[src/rtl/c13_mac_sequencer_if.sv]
// Handshake bundle for c13_mac_sequencer.
//   Upstream   : in_valid / in_ready / in_data (m = [7:4], q = [3:0])
//   Downstream : out_valid / out_ready / out_acc / out_ovf
// slave  : the sequencer's view (consumes operands, produces results)
// master : the environment's view (produces operands, consumes results)
interface c13_mac_sequencer_if #(
  parameter int ACC_W = 16
);
  logic             in_valid;
  logic             in_ready;
  logic [7:0]       in_data;
  logic             out_valid;
  logic             out_ready;
  logic [ACC_W-1:0] out_acc;
  logic             out_ovf;

  modport slave (
    input  in_valid, in_data, out_ready,
    output in_ready, out_valid, out_acc, out_ovf
  );

  modport master (
    output in_valid, in_data, out_ready,
    input  in_ready, out_valid, out_acc, out_ovf
  );
endinterface

[src/rtl/c13_mac_sequencer.sv]
// c13_mac_sequencer: registered operand feed and sum-of-products accumulator
// around an external combinational 4x4 multiplier.
//   clk, rst  : clock, synchronous active-high reset
//   bus       : operand input and result output handshakes (slave modport)
//   mul_op    : registered operand byte driven to the multiplier
//   mul_prod  : unsigned product m*q returned by the multiplier
//   busy      : high when not idle in ACCEPT with an empty frame
// One operand byte is taken per ACCEPT->MUL pass; after N_TERMS products
// the sum is held in DONE until the consumer takes it.
module c13_mac_sequencer #(
  parameter int ACC_W   = 16,
  parameter int N_TERMS = 4
) (
  input  logic                  clk,
  input  logic                  rst,
  c13_mac_sequencer_if.slave    bus,
  output logic [7:0]            mul_op,
  input  logic [7:0]            mul_prod,
  output logic                  busy
);

  localparam int CNT_W = (N_TERMS > 1) ? $clog2(N_TERMS) : 1;
  localparam logic [CNT_W-1:0] LAST_TERM = CNT_W'(N_TERMS - 1);

  typedef enum logic [1:0] {ACCEPT, MUL, DONE} state_t;

  state_t           state, state_nxt;
  logic             in_rdy, out_vld;
  logic [7:0]       mul_op_p0;
  logic [ACC_W-1:0] acc_p1;
  logic             ovf_p1;
  logic [CNT_W-1:0] cnt_p1;
  logic [ACC_W:0]   sum_w;

  // Unsigned accumulate; the extra MSB is the carry-out of the add.
  function automatic logic [ACC_W:0] acc_add(input logic [ACC_W-1:0] a,
                                             input logic [7:0]       p);
    return {1'b0, a} + {{(ACC_W - 7){1'b0}}, p};
  endfunction

  always_ff @(posedge clk) begin
    if (rst) state <= ACCEPT;
    else     state <= state_nxt;
  end

  always_comb begin
    state_nxt = state;
    in_rdy    = 1'b0;
    out_vld   = 1'b0;
    case (state)
      ACCEPT: begin
        in_rdy = 1'b1;
        if (bus.in_valid) state_nxt = MUL;
      end
      MUL:     state_nxt = (cnt_p1 == LAST_TERM) ? DONE : ACCEPT;
      DONE: begin
        out_vld = 1'b1;
        if (bus.out_ready) state_nxt = ACCEPT;
      end
      default: state_nxt = ACCEPT;
    endcase
    // Handshakes are suppressed for the whole reset cycle.
    if (rst) begin
      in_rdy  = 1'b0;
      out_vld = 1'b0;
    end
  end

  assign sum_w = acc_add(acc_p1, mul_prod);

  // Stage p0: operand capture; stage p1: product accumulate and term count
  always_ff @(posedge clk) begin
    if (rst) begin
      mul_op_p0 <= 8'h00;
      acc_p1    <= '0;
      ovf_p1    <= 1'b0;
      cnt_p1    <= '0;
    end else begin
      case (state)
        ACCEPT: if (bus.in_valid) mul_op_p0 <= bus.in_data;
        MUL: begin
          acc_p1 <= sum_w[ACC_W-1:0];
          ovf_p1 <= ovf_p1 | sum_w[ACC_W];
          cnt_p1 <= cnt_p1 + CNT_W'(1);
        end
        DONE: if (bus.out_ready) begin
          acc_p1 <= '0;
          ovf_p1 <= 1'b0;
          cnt_p1 <= '0;
        end
        default: ;
      endcase
    end
  end

  assign mul_op        = mul_op_p0;
  assign bus.in_ready  = in_rdy;
  assign bus.out_valid = out_vld;
  assign bus.out_acc   = acc_p1;
  assign bus.out_ovf   = ovf_p1;
  assign busy          = (state != ACCEPT) || (cnt_p1 != '0);

endmodule
[src/flat_wrapper.sv]
// flat-port wrapper written by rule: the top's interface ports become plain ports
module c13_mac_sequencer_flat 
#(
  parameter int ACC_W   = 16,
  parameter int N_TERMS = 4
)
  (clk, rst, mul_op, mul_prod, busy, bus_in_valid, bus_in_data, bus_out_ready, bus_in_ready, bus_out_valid, bus_out_acc, bus_out_ovf);
  c13_mac_sequencer_if #(.ACC_W(ACC_W)) bus_i ();
  input  logic clk;
  input  logic rst;
  output logic [7:0] mul_op;
  input  logic [7:0] mul_prod;
  output logic busy;
  input wire logic [$bits(bus_i.in_valid)-1:0] bus_in_valid;
  input wire logic [$bits(bus_i.in_data)-1:0] bus_in_data;
  input wire logic [$bits(bus_i.out_ready)-1:0] bus_out_ready;
  output wire logic [$bits(bus_i.in_ready)-1:0] bus_in_ready;
  output wire logic [$bits(bus_i.out_valid)-1:0] bus_out_valid;
  output wire logic [$bits(bus_i.out_acc)-1:0] bus_out_acc;
  output wire logic [$bits(bus_i.out_ovf)-1:0] bus_out_ovf;
  assign bus_i.in_valid = bus_in_valid;
  assign bus_i.in_data = bus_in_data;
  assign bus_i.out_ready = bus_out_ready;
  assign bus_in_ready = bus_i.in_ready;
  assign bus_out_valid = bus_i.out_valid;
  assign bus_out_acc = bus_i.out_acc;
  assign bus_out_ovf = bus_i.out_ovf;
  c13_mac_sequencer #(.ACC_W(ACC_W), .N_TERMS(N_TERMS)) u_core (.clk(clk), .rst(rst), .bus(bus_i), .mul_op(mul_op), .mul_prod(mul_prod), .busy(busy));
endmodule
[config.mk]
export PLATFORM = sky130hd
export DESIGN_NAME = c13_mac_sequencer_flat
export DESIGN_NICKNAME = d
export VERILOG_FILES = /design/src/rtl/c13_mac_sequencer_if.sv /design/src/rtl/c13_mac_sequencer.sv /design/src/flat_wrapper.sv
export SDC_FILE = /design/constraint.sdc
export NUM_CORES = 1
export LEC_CHECK = 0
export CORE_ASPECT_RATIO = 1.75
export CORE_MARGIN = 8
export CORE_UTILIZATION = 42
export CTS_CLUSTER_SIZE = 12
export DETAILED_ROUTE_END_ITERATION = 8
export PLACE_DENSITY = 0.75
export SLEW_MARGIN = 25
export SYNTH_ARGS = -nofsm -noshare
export SYNTH_HDL_FRONTEND = slang
export SYNTH_SLANG_ARGS = --single-unit
[constraint.sdc]
create_clock -name clk -period 1.94 [get_ports clk]
set_input_delay 0.388 -clock clk [delete_from_list [all_inputs] [get_ports clk]]
set_output_delay 0.388 -clock clk [all_outputs]
set_load 0.05 [all_outputs]
==> impl_results.md <==
* DR pass1 iterations at 4
* Crit path required time at 2160 ps
* Leak Pwr at 1.10 nW
* Die X at 62.9 um
* WP data arrival at 2150 ps
* Fill count at 316
* Wire per inst at 15.0 um
* Max-slew violations at 0
* Peak supply drop at 0.000502 V
* Hold crit path type: reg2reg
* Worst flop-to-flop path startpoint: u_core.bus.out_acc[0]
* Area Growth Syn to Fin at 67.5%
* Status: finished clean
* Synth Cell Area at 1620 um2
* Placement Setup Slack at -570 ps
* Post-synth ARST share at 0%
* Multi-input combinational cell area at 1160 um2
* Yosys warns at 0
* Setup crit start kind: input pin
* Num CTS Buffers at 5
* Starting DRT DRC Count at 52
* Crit-path max FO at 7
* Rows at 30
* Worst r2r dst: u_core.bus.out_acc[15]
* Sink Count at 29
* Routability cong. at 0.875
* Via count at 1,774
* Placed cell area at 2420 um2
* Final worst setup slack at 5.99 ps
* Setup TNS at 0 ps
* Reg-to-reg slack, setup at 6 ps
* Hold buffer count at CTS at 0
* Clk slew on worst S/H paths at 70 ps
* HPWL after DPL at 3620 um
* Slew Limit Headroom at 65.4%
* Core Area at 3790 um2
* Setup CP Type: in2reg
* Design Power at 1.67 mW
* H-tree levels at 2
* Syn Area/Cell at 8.17 um2
* Hold_sp: u_core.mul_op[3]
* Initial antenna violation count at 0
* Finished layout cell area at 2710 um2
* All-Layer GR Usage at 16.5%
* Sequential area share after synthesis at 35.9%
* First-pass GRT wire length at 8450 um
* Commonest non-fill, non-tap cell in the layout: buf_4
* Max cap viols at 0
* RSZ-0062 raised after global routing: yes
* EDFF count, synth at 0
* Commonest non-fill, non-tap cells in the layout: buf_4 (46), nand2_1 (35), clkdlybuf4s50_1 (28), dfxtp_1 (22), a21oi_1 (16)
* Hold Path Depth at 2
* Largest area contributor in the netlist: dfxtp_1
* Seq cells post-synth at 29
* Largest net degree at the start of global routing at 11
* Endpoints failing hold at 0
* Vias in the first global route at 1,928
* Layout Utilization at 71.5%
* Post-Route WL at 4990 um
* Synth Instances at 198
* Final nets at 314
* CTS Root Cell: clkbuf_8
* R2R cell count at 8
* Via density at 5.34
* Die area at 6170 um2
* Post-route ant nets at 0
* Most used DFF post-synth: dfxtp_1
* Power per cell area at 618 nW/um2
* N_diodes at 0
* Slew @ Worst Pin at 517 ps
* Final Cycle Share at 99.7%
* Starting density of the core at 42.7%
* Reg area at 602 um2
* Post-Syn Nets at 229
* Synth area leaders: dfxtp_1 (36%), nand2_1 (8.4%), ha_1 (7.7%)
* Layout cells sized above 1 at 32.7%
* Clk buf depth at 2
* Die Span Y at 98.1 um
* Clock Skew at 6.18 ps
* Fmax at 517 MHz
* Final Setup Violations at 0
* Io pins at 48
* Yosys top cell area share at 35.9%
* Buffers on Ports at 47
* Critical path capture point type: register
* GR Overflow Total at 0
* Final period demand of the worst path at 1930 ps
* Sink of the worst hold path: u_core.mul_op[3]
* Count of different cell masters after synthesis at 43
* Worst-Skew Late Latency at 290 ps
* # DRC at 0
* CTS tree: built
## registers in the layout, summed over array words and instances (netlist names)
name and count:
u_core.mul_op 8, u_core.state 2, u_core.bus.out_acc 16, u_core.bus.out_ovf 1
u_core.cnt_p1 2
## synth_stat cells (all sizes together), types with 4 or more instances
library cell	instances
a21o	4
a21oi	20
clkbuf	5
dfxtp	29
ha	10
inv	8
nand2	36
nand3	7
nor2	15
nor3b	4
o21ai	9
or4	5
## worst max-delay path by stage
stage / start / end / slack [ps]
after floorplan: u_core.bus.out_acc[0] / u_core.bus.out_acc[14] / -60
after global placement: mul_prod[0] / u_core.bus.out_acc[14] / -530
after detailed placement: mul_prod[0] / u_core.bus.out_acc[14] / -570
after CTS: mul_prod[6] / u_core.bus.out_acc[13] / 10
after global routing: u_core.bus.out_acc[0] / u_core.bus.out_acc[15] / -70
final: mul_prod[4] / u_core.bus.out_acc[15] / 6
## cells by family after synthesis
logic type / Yosys count / synth area share (%)
adder cells (fa/ha/maj): 11 / 8.97
AND/OR/NAND/NOR: 84 / 25.4
AO/OA/AOI/OAI: 52 / 22.2
flip-flops: 29 / 35.9
XOR/XNOR: 5 / 2.71
multiplexers: 2 / 1.24
buffers and inverters: 15 / 3.64
## metrics by stage
step                std cells  hold WS, ps
floorplan                 198          492
global placement          316          438
detailed placement        316          447
CTS                       329          454
global route              332          477
finish                    332          453
## report_power, final
group	internal, mW	switching [mW]	total [mW]
clock network	0.289	0.229	0.518
registers	0.620	0.0235	0.643
logic	0.240	0.274	0.513
## what timing repair did
item / in CTS / in global routing
endpoints found under the hold margin: 0 / 0
resized for setup: 16 / 17
setup buffers: 5 / 3
pin swaps: 9 / 9
endpoints found under the setup margin: 12 / 9
## critical path, cell delays in order
cell and delay, ps:
dlygate4sd2_1 260, ha_4 260, a21o_1 190, a211o_4 350
a41oi_4 300, buf_6 160, o31ai_4 50, a211oi_2 200
## cell type report
cell class / instances / area share (%)
multi-input combinational: 154 / 42.9
timing repair buffer: 85 / 28.3
sequential: 29 / 22.2
clock buffer: 8 / 3.32
tap: 48 / 2.22
inverter: 8 / 1.11
## metal layers
metal / track usage, % / routed length, um / vias to the layer above
met5: 0 / 0 / -
met4: 7.95 / 139 / 0
met3: 6.54 / 427 / 17
met2: 30.7 / 2630 / 68
met1: 14.8 / 1790 / 812
li1: - / - / 877
Note: power is estimated with default switching activity, not from simulation.
